### config.mk
export PLATFORM = sky130hd
export DESIGN_NAME = robo_seguidor_param
export DESIGN_NICKNAME = d
export VERILOG_FILES = /design/src/rtl/robo_pkg.sv /design/src/rtl/robo_sat_counter.sv /design/src/rtl/robo_seguidor_param.sv
export SDC_FILE = /design/constraint.sdc
export NUM_CORES = 1
export LEC_CHECK = 0
export BUFFER_PORTS_ARGS = -buffer_cell sky130_fd_sc_hd__clkbuf_2
export CAP_MARGIN = 40
export CORE_ASPECT_RATIO = 0.8
export CORE_MARGIN = 4
export CORE_UTILIZATION = 25
export CTS_CLUSTER_DIAMETER = 150
export DETAILED_ROUTE_END_ITERATION = 7
export SYNTH_ARGS = -nofsm -noshare
export SYNTH_HDL_FRONTEND = slang
export SYNTH_SLANG_ARGS = --single-unit
export TNS_END_PERCENT = 10
### constraint.sdc
create_clock -name clock -period 3.1 [get_ports clock]
set_input_delay 0 -clock clock [delete_from_list [all_inputs] [get_ports clock]]
set_output_delay 0 -clock clock [all_outputs]
set_load 0.05 [all_outputs]
### src/rtl/robo_pkg.sv
// Shared types and constants for the wall-following robot controller.
package robo_pkg;

  typedef enum logic [2:0] {
    SEARCH,
    FOLLOW,
    TURN_ADV,
    ROTATE,
    REMOVE,
    DONE,
    TRAPPED
  } state_t;

  typedef enum logic [1:0] {
    NONE,
    AVANCAR,
    GIRAR,
    REMOVER
  } action_t;

  // A right turn is one left turn plus this many more
  localparam int RIGHT_TURN_EXTRA = 2;

endpackage

### src/rtl/robo_sat_counter.sv
// Saturating up-counter with increment enable; sticks at all-ones.
module robo_sat_counter #(
  parameter int MOVE_W = 8
) (
  input  logic              clock,
  input  logic              reset,
  input  logic              inc,
  output logic [MOVE_W-1:0] count
);

  always_ff @(posedge clock or negedge reset) begin
    if (!reset) begin
      count <= '0;
    end else if (inc && (count != '1)) begin
      count <= count + 1'b1;
    end
  end

endmodule

### src/rtl/robo_seguidor_param.sv
// Left-hand wall-following controller with timed barrier removal,
// trap detection, lap counting and a saturating move counter.
module robo_seguidor_param
  import robo_pkg::*;
#(
  parameter int REMOVE_CYCLES = 2,
  parameter int TRAP_TURNS    = 8,
  parameter int LAPS          = 1,
  parameter int MOVE_W        = 8
) (
  input  logic              clock,
  input  logic              reset,
  input  logic              head,
  input  logic              left,
  input  logic              under,
  input  logic              barrier,
  output logic              avancar,
  output logic              girar,
  output logic              remover,
  output logic              done,
  output logic              trapped,
  output logic [MOVE_W-1:0] moves
);

  localparam int TURN_W = $clog2(TRAP_TURNS + 1);
  localparam int LAP_W  = $clog2(LAPS + 1);
  localparam int REM_W  = $clog2(REMOVE_CYCLES + 1);
  localparam int PEND_W = $clog2(RIGHT_TURN_EXTRA + 1);

  localparam logic [TURN_W-1:0] TRAP_LIMIT = TURN_W'(TRAP_TURNS);
  localparam logic [LAP_W-1:0]  LAP_LAST   = LAP_W'(LAPS - 1);
  localparam logic [REM_W-1:0]  REM_LIMIT  = REM_W'(REMOVE_CYCLES);
  localparam logic [PEND_W-1:0] PEND_FULL  = PEND_W'(RIGHT_TURN_EXTRA);
  localparam logic [PEND_W-1:0] PEND_ONE   = PEND_W'(1);

  state_t            state, state_n;
  action_t           act, act_n;
  logic [TURN_W-1:0] turn_cnt, turn_n;
  logic [LAP_W-1:0]  lap_cnt, lap_n;
  logic [REM_W-1:0]  rem_cnt, rem_n;
  logic [PEND_W-1:0] pend_cnt, pend_n;
  logic              arrival;
  logic              move_inc;

  always_ff @(posedge clock or negedge reset) begin
    if (!reset) begin
      state    <= SEARCH;
      act      <= NONE;
      turn_cnt <= '0;
      lap_cnt  <= '0;
      rem_cnt  <= '0;
      pend_cnt <= '0;
    end else begin
      state    <= state_n;
      act      <= act_n;
      turn_cnt <= turn_n;
      lap_cnt  <= lap_n;
      rem_cnt  <= rem_n;
      pend_cnt <= pend_n;
    end
  end

  // Trap beats lap completion, which beats the normal wall-following decision
  always_comb begin
    state_n = state;
    act_n   = NONE;
    turn_n  = turn_cnt;
    lap_n   = lap_cnt;
    rem_n   = rem_cnt;
    pend_n  = pend_cnt;
    arrival = (act == AVANCAR) && under;

    if (state == DONE || state == TRAPPED) begin
      state_n = state;
    end else if (turn_cnt >= TRAP_LIMIT) begin
      state_n = TRAPPED;
      pend_n  = '0;
    end else if (arrival && (lap_cnt == LAP_LAST)) begin
      state_n = DONE;
      lap_n   = lap_cnt + 1'b1;
    end else begin
      if (arrival) begin
        lap_n = lap_cnt + 1'b1;
      end
      case (state)
        ROTATE: begin
          act_n  = GIRAR;
          pend_n = pend_cnt - 1'b1;
          if (pend_cnt == PEND_ONE) begin
            state_n = FOLLOW;
          end
        end
        REMOVE: begin
          if (rem_cnt < REM_LIMIT) begin
            act_n = REMOVER;
            rem_n = rem_cnt + 1'b1;
          end else begin
            rem_n   = '0;
            state_n = FOLLOW;
          end
        end
        default: begin
          // SEARCH only keeps searching while the left side is still open
          if (state == FOLLOW && !left) begin
            act_n   = GIRAR;
            state_n = TURN_ADV;
          end else if (!head) begin
            act_n   = AVANCAR;
            state_n = (state == SEARCH && !left) ? SEARCH : FOLLOW;
          end else if (barrier) begin
            act_n   = REMOVER;
            rem_n   = REM_W'(1);
            state_n = REMOVE;
          end else begin
            act_n   = GIRAR;
            pend_n  = PEND_FULL;
            state_n = ROTATE;
          end
        end
      endcase
      if (act_n == GIRAR) begin
        turn_n = turn_cnt + 1'b1;
      end else if (act_n == AVANCAR) begin
        turn_n = '0;
      end
    end
  end

  always_comb begin
    avancar = (act == AVANCAR);
    girar   = (act == GIRAR);
    remover = (act == REMOVER);
    done    = (state == DONE);
    trapped = (state == TRAPPED);
  end

  assign move_inc = (act_n == AVANCAR);

  robo_sat_counter #(
    .MOVE_W(MOVE_W)
  ) u_moves (
    .clock(clock),
    .reset(reset),
    .inc  (move_inc),
    .count(moves)
  );

endmodule

# Word level (Yosys, flattened, before mapping)
# Cells that the tools add are included.
# word_totals
reg_bits	22
inputBits	6
output_inout_bits	13
# classes
add_sub_neg	5
magnitude_cmp	2
eq_ne	20
mux	35
bitwise	5
n_reduce_logical	18
# ops
op	count
$mux W2	18
$mux W3	7
$pmux W2 S2	3
$eq A3 B3 Y1 const B	3
$add A8 B1 Y8 const B	1
$eq A2 B1 Y1 const B	4
$mux W4	2
$ne A4 B4 Y1 const B	2
$ne A8 B8 Y1 const B	1
$reduce_bool A2 Y1	4
$reduce_and A7 Y1	1
$eq A2 B2 Y1 const B	3
$pmux W3 S2	1
$reduce_and A3 Y1	2
$reduce_and A6 Y1	1
$logic_and A1 B1 Y1	5
$not A1 Y1	5
$add A4 B1 Y4 const B	1
$ge A4 B4 Y1 const B	1
$mux W1	4
$ne A2 B2 Y1 const B	2
$reduce_and A4 Y1	1
$eq A3 B1 Y1 const B	1
$eq A3 B2 Y1 const B	1
other kinds (11)	11

# Depth between registers and ports, before layout
# Gate-level depths: netlist of the first run.
# logic_depth
ltp_word	12
ltp_mapped	9

# Modules after synthesis
# Synthesis of the first run repeated with hierarchy kept, for this count alone.
# hier_totals
cells_unflattened	142
area_unflattened_um2	1392.6
# modules_own_cells
module	instances	cells_per_inst	area_each_um2
robo_seguidor_param	1	108	984.7
robo_sat_counter	1	34	407.9

# Worst setup path before layout of the first run
# OpenSTA, ideal clock, no wires.
# synth_timing
path_type	register to register
startpoint	register state[2]
endpoint	register turn_cnt[2]
setup_time_ps	121
arrival_time_ps	1844
t_required_ps	2979
slack_ps	1135
path_stages_with_launch	10
n_path_buf	1
cell_sequence	dfrtp_1 > buf_4 > nor2b_1 > o21a_1 > o21ai_4 > inv_1 > ha_1 > nor2_1 > o21ai_0 > o2bb2ai_1
# synth_between
elab_chain_len	10
word_cells_on_any_way	18
classes_between	eq/ne: 7; mux: 6; bitwise: 1; reduce/logical: 4
# synth_lines
element	line_no	rtl
start, declared	robo_seguidor_param.sv:36	state_t state, state_n;
start signal, assigned	robo_seguidor_param.sv:54	state <= state_n;
$eq A3 B1 Y1	robo_seguidor_param.sv:104	if (state == FOLLOW && !left) begin
$logic_and A1 B1 Y1	robo_seguidor_param.sv:104	
$mux W2	robo_seguidor_param.sv:104	
$pmux W2 S2	robo_seguidor_param.sv:85	case (state)
$mux W2	robo_seguidor_param.sv:78	end else if (arrival && (lap_cnt == LAP_LAST)) begin
$mux W2	robo_seguidor_param.sv:75	end else if (turn_cnt >= TRAP_LIMIT) begin
$mux W2	robo_seguidor_param.sv:73	if (state == DONE || state == TRAPPED) begin
$eq A2 B2 Y1 or $eq A2 B1 Y1 (tied branches)	robo_seguidor_param.sv:121, robo_seguidor_param.sv:123	
$reduce_bool A2 Y1 (no line)	-	
$reduce_and A4 Y1 (no line)	-	
end signal, assigned	robo_seguidor_param.sv:56	turn_cnt <= turn_n;
end, declared	robo_seguidor_param.sv:38	logic [TURN_W-1:0] turn_cnt, turn_n;
# Parallel ways exist; a longest one is shown, timed or not. The select of a mux whose other input is x is not followed.
# A chain may end at the register's enable or synchronous reset.

# Worst setup path in the final report of the first run
# Same ends and word-level chain as after synthesis.

==> flow_summary.yaml, run 1 <==
status:
  status: "finished, final reports clean"
logic_synthesis:
  syn_area_mm2: 0.00153
  ys_seq_elements: 22
  yosysMostFrequentCell: "dfrtp_1"
  synth-edff-count: 0
  yosys_most_used_dff: "dfrtp_1"
  syn_area_per_cell_um2: 9.51
  synth_top_area_share: 0.359
  yosysTopAreaCell: "dfrtp_1"
  synth_nets: 172
  netlist_top_cells_count: "dfrtp_1 (22), nor2_1 (14), nand2_1 (11)"
  synthCells: 161
  synth_cell_types: 53
  synth_warnings: 0
  synthArstFlopShare: 1.00
  synthTopCellsByArea: "dfrtp_1 (36%), ha_1 (4.1%), xnor2_1 (4.0%), nor2_1 (3.4%), o21ai_0 (3.3%)"
  seq_area_frac_synth: 0.359
sta:
  min_period_ps: 2430
  timing.fmax_mhz: 412
  worst_pin_slew_ps: 618
  fin_crit_sh: 0.782
  final.setup_skew_ps: 2.92
  rsz0062_at_grt: "no"
  slew_headroom: 0.588
  finalSetupTns_ps: 0
  hold_viol: 0
  drv_slew: 0
  setup_viol: 0
global_route:
  grt_start_max_net_pins: 23
  met2_usage: 0.136
  use_met3: 0.0281
  gr-total-overflow: 0
  busiest_layer: "met2"
  antenna_found_initial: 0
  grtUsageMet1: 0.130
  grt_pass1_vias: 1099
  grt.total_usage: 0.0899
  grt_pass1_wl_mm: 5.40
finish:
  post-route-util: 0.296
  drive_above_1_share: 0.205
  areaGrowthSynthToFinish_pct: 14.4
  nFillCells: 620
  layout.nets: 188
  fin_cells: 257
  antennaDiodeCount: 0
route:
  vias_per_cell: 4.79
  post-route-drc-count: 0
  dr.pass1.iters: 4
  drt_wl_total_mm: 3.34
  dr.first_iter.drc_count: 163
  vias: 1231
  ant_nets: 0
  post_drt_wl_per_cell_um: 13.0
placement:
  place_inst: 252
  dp_hpwl_mm: 2.42
  io_buffers: 18
  place_congestion: 0.871
floorplanning:
  die-height_um: 78.0
  rows: 25
  io-pin-count: 19
  die_w_um: 95.5
  start_util: 0.259
  die_area_mm2: 0.00745
  coreArea_mm2: 0.00591
flow_run:
  max-cap-violations: 0
pwr:
  powerDensity_mw_per_mm2: 338
  power_frac_seq: 0.486
  pwr-share-comb: 0.049
  p_clk_frac: 0.465
  ir_drop_v: 0.000185
  swShare: 0.206
  p_leak_nw: 0.769
  p_switching_mw: 0.122
  p_int_mw: 0.470
  power_mw: 0.591
clock_tree:
  cts.path.max_buffers: 2
  root_buffer: "clkbuf_8"
  clk_pin_slew_ps: 90
  htree_levels: 1
  numCtsBuffers: 3
  tritoncts: "done"
  cts_sinks: 22
  worstSkewPairLatency_ps: 260
  cts_resized: 0
worst_setup_path:
  arrival_ps: 2580
  crit_slowest_cell: "dfrtp_1"
  critPathKind: "reg -> reg"
  critPathMaxFanout: 18
  crit_chain: "nor3b_2 > a21oi_1 > o21ai_4 > inv_1 > ha_1 > nor2_1 > o21ai_0 > o2bb2ai_1"
  cp.required_ps: 3260
  end_kind: "flip-flop"
  worst_setup_path_start_kind: "flip-flop"
  max_stage_delay_ps: 660
min_path:
  hp-class: "in -> reg"
cells in the final DEF, fill, tap and decap left out, types with 3 or more instances in the layout:
cell and instances:
dfrtp_1 22, clkbuf_2 18, nor2_1 14, nand2_1 11
o21ai_0 10, inv_1 9, nand3_1 9, xnor2_1 7
a21oi_1 7, nand2b_1 6, nor2b_1 5, ha_1 5
nor3_1 3, mux2_4 3, clkbuf_8 3
path summary, 6_finish.rpt:
check	from	to	slack, ps	cells after the start
max	state[2]	turn_cnt[2]	670	8
min	under	lap_cnt	50	3
max reg2reg	state[2]	turn_cnt[2]	670	8
min reg2reg	u_moves.count[5]	u_moves.count[5]	500	1
max in group asynchronous	reset	u_moves.count[3]	2440	2
min in group asynchronous	reset	turn_cnt[2]	270	2
power by group through the flow:
stage	combinational, mW	sequential (mW)	clock, mW
5_1_grt	0.0325	0.288	0.289
3_5_place_dp	0.0283	0.293	0
6_report	0.0290	0.288	0.275
3_3_place_gp	0.0281	0.293	0
4_1_cts	0.0294	0.288	0.281
2_1_floorplan	0.0148	0.293	0
through the flow:
step,cell area [µm²],hold slack (ps),setup slack [ps]
2_1_floorplan,1530,-296,1130
3_3_place_gp,1670,19.9,802
3_5_place_dp,1670,35.2,687
4_1_cts,1750,39.1,677
5_1_grt,1750,61.4,437
6_report,1750,49.8,675
worst max-delay path, delay by kind of cell (launching register included):
kind            cells  cell delay, ps
compound gates      4             620
fa+ha+maj           1             270
buf+inv             1              80
flops               1             660
simple gates        2             680
state kept, by name (all words and copies together), names as in the netlist:
register,cells
rem_cnt,2
u_moves.count,8
turn_cnt,4
state,3
pend_cnt,2
act,2
lap_cnt,1
cells by family (layout without fill, tap and decap cells):
| kind of cell | after synthesis | count (layout) | synth area share |
|---|---|---|---|
| compound gates | 41 | 41 | 0.198 |
| xor+xnor | 7 | 7 | 0.0400 |
| fa+ha+maj | 5 | 5 | 0.0408 |
| buf+inv | 18 | 33 | 0.0613 |
| flops | 22 | 22 | 0.359 |
| mux | 5 | 5 | 0.0425 |
| simple gates | 63 | 63 | 0.258 |
final cells by class:
type / count / area, µm² / area share
timing repair buffer: 20 / 108 / 0.0614
tap: 81 / 101 / 0.0579
sequential: 22 / 551 / 0.314
clock buffer: 3 / 41.3 / 0.0236
clock inverter: 1 / 30.0 / 0.0171
inverter: 9 / 33.8 / 0.0193
multi-input combinational: 121 / 887 / 0.506
timing repair:
action | CTS | global route
setup buffers | 0 | 0
hold buffers | 1 | 0
endpoints found under the setup margin | 0 | 0
hold endpoints to repair | 22 | 0
layer usage:
metal | vias up | routed length, µm
met2 | 29 | 1450
met3 | 2 | 182
met5 | - | 0
met1 | 587 | 1700
met4 | 0 | 13
li1 | 613 | -
No activity file was read; power rests on OpenSTA's default activity.
==> inputs of run 2 (changes only) <==
- ABC_AREA: default -> 1
- clock period: 3.1 -> 2.1 ns (I/O delays scaled with it)
==> flow_summary.yaml, run 2 <==
finish:
  layout_common_cells: "nand2_1 (52), inv_1 (21), dfrtp_1 (20)"
  post-route-util: 0.315
  top_regs: "u_moves.count: 8 flops, turn_cnt: 4 flops, state: 3 flops"
  layout_commonest_cell: "nand2_1"
  antennaDiodeCount: 0
  top_register: "u_moves.count"
  fin_cells: 265
  drive_above_1_share: 0.212
  largest_reg_flops: 8
  areaGrowthSynthToFinish_pct: 19.5
  nFillCells: 555
  layout.nets: 215
worst_setup_path:
  crit_top_cell: "nor2_2"
  r2r-start: "state[1]"
  crit_chain: "nor2_2 > nand2_2 > nand2_2 > nor2_2 > nor2_4 > ha_1 > nor2_1 > nand2_1 > nor2_2 > nand4_1 > nand2_1"
  arrival_ps: 2070
  cp.required_ps: 2310
  end_kind: "flip-flop"
  critPathMaxFanout: 6
  worst_setup_path_start_kind: "flip-flop"
  max_stage_delay_ps: 460
  crit_slowest_cell: "dfrtp_2"
  crit_path_start: "state[1]"
  critPathKind: "reg -> reg"
pwr:
  pwr-share-comb: 0.047
  p_int_mw: 0.693
  p_leak_nw: 0.829
  p_switching_mw: 0.175
  ir_drop_v: 0.000205
  swShare: 0.202
  p_clk_frac: 0.462
  power_frac_seq: 0.491
  powerDensity_mw_per_mm2: 538
floorplanning:
  rows: 23
  die_w_um: 90.2
  die_area_mm2: 0.00665
  start_util: 0.264
  io-pin-count: 19
  die-height_um: 73.8
  coreArea_mm2: 0.00512
route:
  post-route-drc-count: 0
  vias_per_cell: 4.43
  drt_wl_total_mm: 2.91
  post_drt_wl_per_cell_um: 11.0
  vias: 1173
  dr.pass1.iters: 4
  ant_nets: 0
  dr.first_iter.drc_count: 62
sta:
  rsz0062_at_grt: "no"
  drv_slew: 0
  fin_crit_sh: 0.888
  setup_viol: 0
  hold_viol: 0
  holdWs_ps: 102
  finalSetupTns_ps: 0
  slew_headroom: 0.624
  worst_pin_slew_ps: 564
  timing.fmax_mhz: 536
  final.setup_skew_ps: 2.61
  fin_ws_ps: 235
  min_period_ps: 1870
logic_synthesis:
  ys_seq_elements: 22
  synthCells: 180
  synthArstFlopShare: 1.00
  syn_area_per_cell_um2: 7.51
  netlist_top_cells_count: "nand2_1 (52), dfrtp_1 (22), inv_1 (21)"
  synth-edff-count: 0
  synth_top_area_share: 0.407
  yosysTopAreaCell: "dfrtp_1"
  synth_cell_types: 24
  seq_area_frac_synth: 0.407
  syn_area_mm2: 0.00135
  yosys_most_used_dff: "dfrtp_1"
  synthTopCellsByArea: "dfrtp_1 (41%), nand2_1 (14%), inv_1 (5.8%), nor2_1 (5.3%), ha_1 (4.6%)"
  synth_warnings: 0
  synth_nets: 191
  yosysMostFrequentCell: "nand2_1"
global_route:
  busiest_layer: "met2"
  grt_pass1_wl_mm: 5.28
  grt.total_usage: 0.0959
  antenna_found_initial: 0
  grt_start_max_net_pins: 23
  grt_pass1_vias: 1168
  gr-total-overflow: 0
  met2_usage: 0.151
  use_met3: 0.0297
  grtUsageMet1: 0.136
status:
  status: "finished, final reports clean"
clock_tree:
  htree_levels: 1
  root_buffer: "clkbuf_8"
  cts_sinks: 22
  clk_pin_slew_ps: 80
  cts.path.max_buffers: 2
  tritoncts: "done"
  post-cts-setup-buffer-count: 0
  worstSkewPairLatency_ps: 260
  numCtsBuffers: 3
flow_run:
  max-cap-violations: 0
placement:
  dp_hpwl_mm: 2.30
  place_inst: 260
  io_buffers: 18
  place_congestion: 0.837
  pre_cts_slack_ps: 209
min_path:
  min_from: "under"
  hp-class: "in -> reg"
## run 2: cell count changes after synthesis, moves of 4 or more
cell      change
o21ai_0       -7
inv_1        +12
nand2_1      +41
nor2_1        +5
inv_2         +4
nor2b_1       -5
o21ai_1       +6
nand4_1       +9
nand2b_1      -6
## run 2: power groups by stage
stage                     registers (mW)  logic (mW)  clock network [mW]
after global routing               0.427      0.0473               0.435
after global placement             0.435      0.0399                   0
after floorplan                    0.435      0.0203                   0
after CTS                          0.427      0.0414               0.413
after detailed placement           0.435      0.0397                   0
final                              0.427      0.0407               0.402
## run 2: worst max-delay path, delay by kind of cell, from the launching register on
| family | cells | cell delay (ps) |
|---|---|---|
| fa+ha+maj | 1 | 250 |
| flops | 1 | 460 |
| simple gates | 10 | 1110 |
## run 2: final timing paths
kind | endpoint | slack (ps) | cells past startpoint
min in group asynchronous | u_moves.count[7] | 250 | 2
max in group asynchronous | state[1] | 1450 | 2
min reg2reg | pend_cnt[1] | 510 | 2
min | lap_cnt | 100 | 4
max | turn_cnt[3] | 230 | 11
max reg2reg | turn_cnt[3] | 230 | 11
## run 2: timing repair
| action | CTS | global route |
|---|---|---|
| endpoints found under the hold margin | 22 | 0 |
| hold buffers | 1 | 0 |
| setup endpoints to repair | 0 | 1 |
| resized for setup | 0 | 5 |
## run 2: area by class of cell
class,count,area (µm²),area share
Tap cell,62,77.6,0.0480
Inverter,25,93.8,0.0581
Sequential cell,22,553,0.342
Multi-Input combinational cell,132,712,0.441
Clock inverter,1,30.0,0.0186
Clock buffer,3,41.3,0.0256
Timing Repair Buffer,20,108,0.0666
## run 2: layer usage
metal  part of all wire  vias to the layer above  wire length, µm
met1               0.52                      532             1520
met2               0.42                       24             1220
met5                  0                        -                0
li1                   -                      617                -
met3              0.058                        0              168
met4                  0                        0                0
## run 2: through the flow
stage	cell area, µm²	total power [mW]
4_1_cts	1600	0.881
6_report	1620	0.869
5_1_grt	1620	0.909
3_5_place_dp	1520	0.475
2_1_floorplan	1350	0.455
3_3_place_gp	1520	0.475
## run 2: cell families (layout without fill, tap and decap cells)
| group | Yosys count | after routing | synth area share |
|---|---|---|---|
| flip-flops | 22 | 22 | 0.407 |
| AO/OA/AOI/OAI | 18 | 18 | 0.0732 |
| adder cells (fa/ha/maj) | 5 | 5 | 0.0463 |
| AND/OR/NAND/NOR | 102 | 102 | 0.355 |
| XOR/XNOR | 7 | 7 | 0.0454 |
| buffers and inverters | 26 | 49 | 0.0731 |
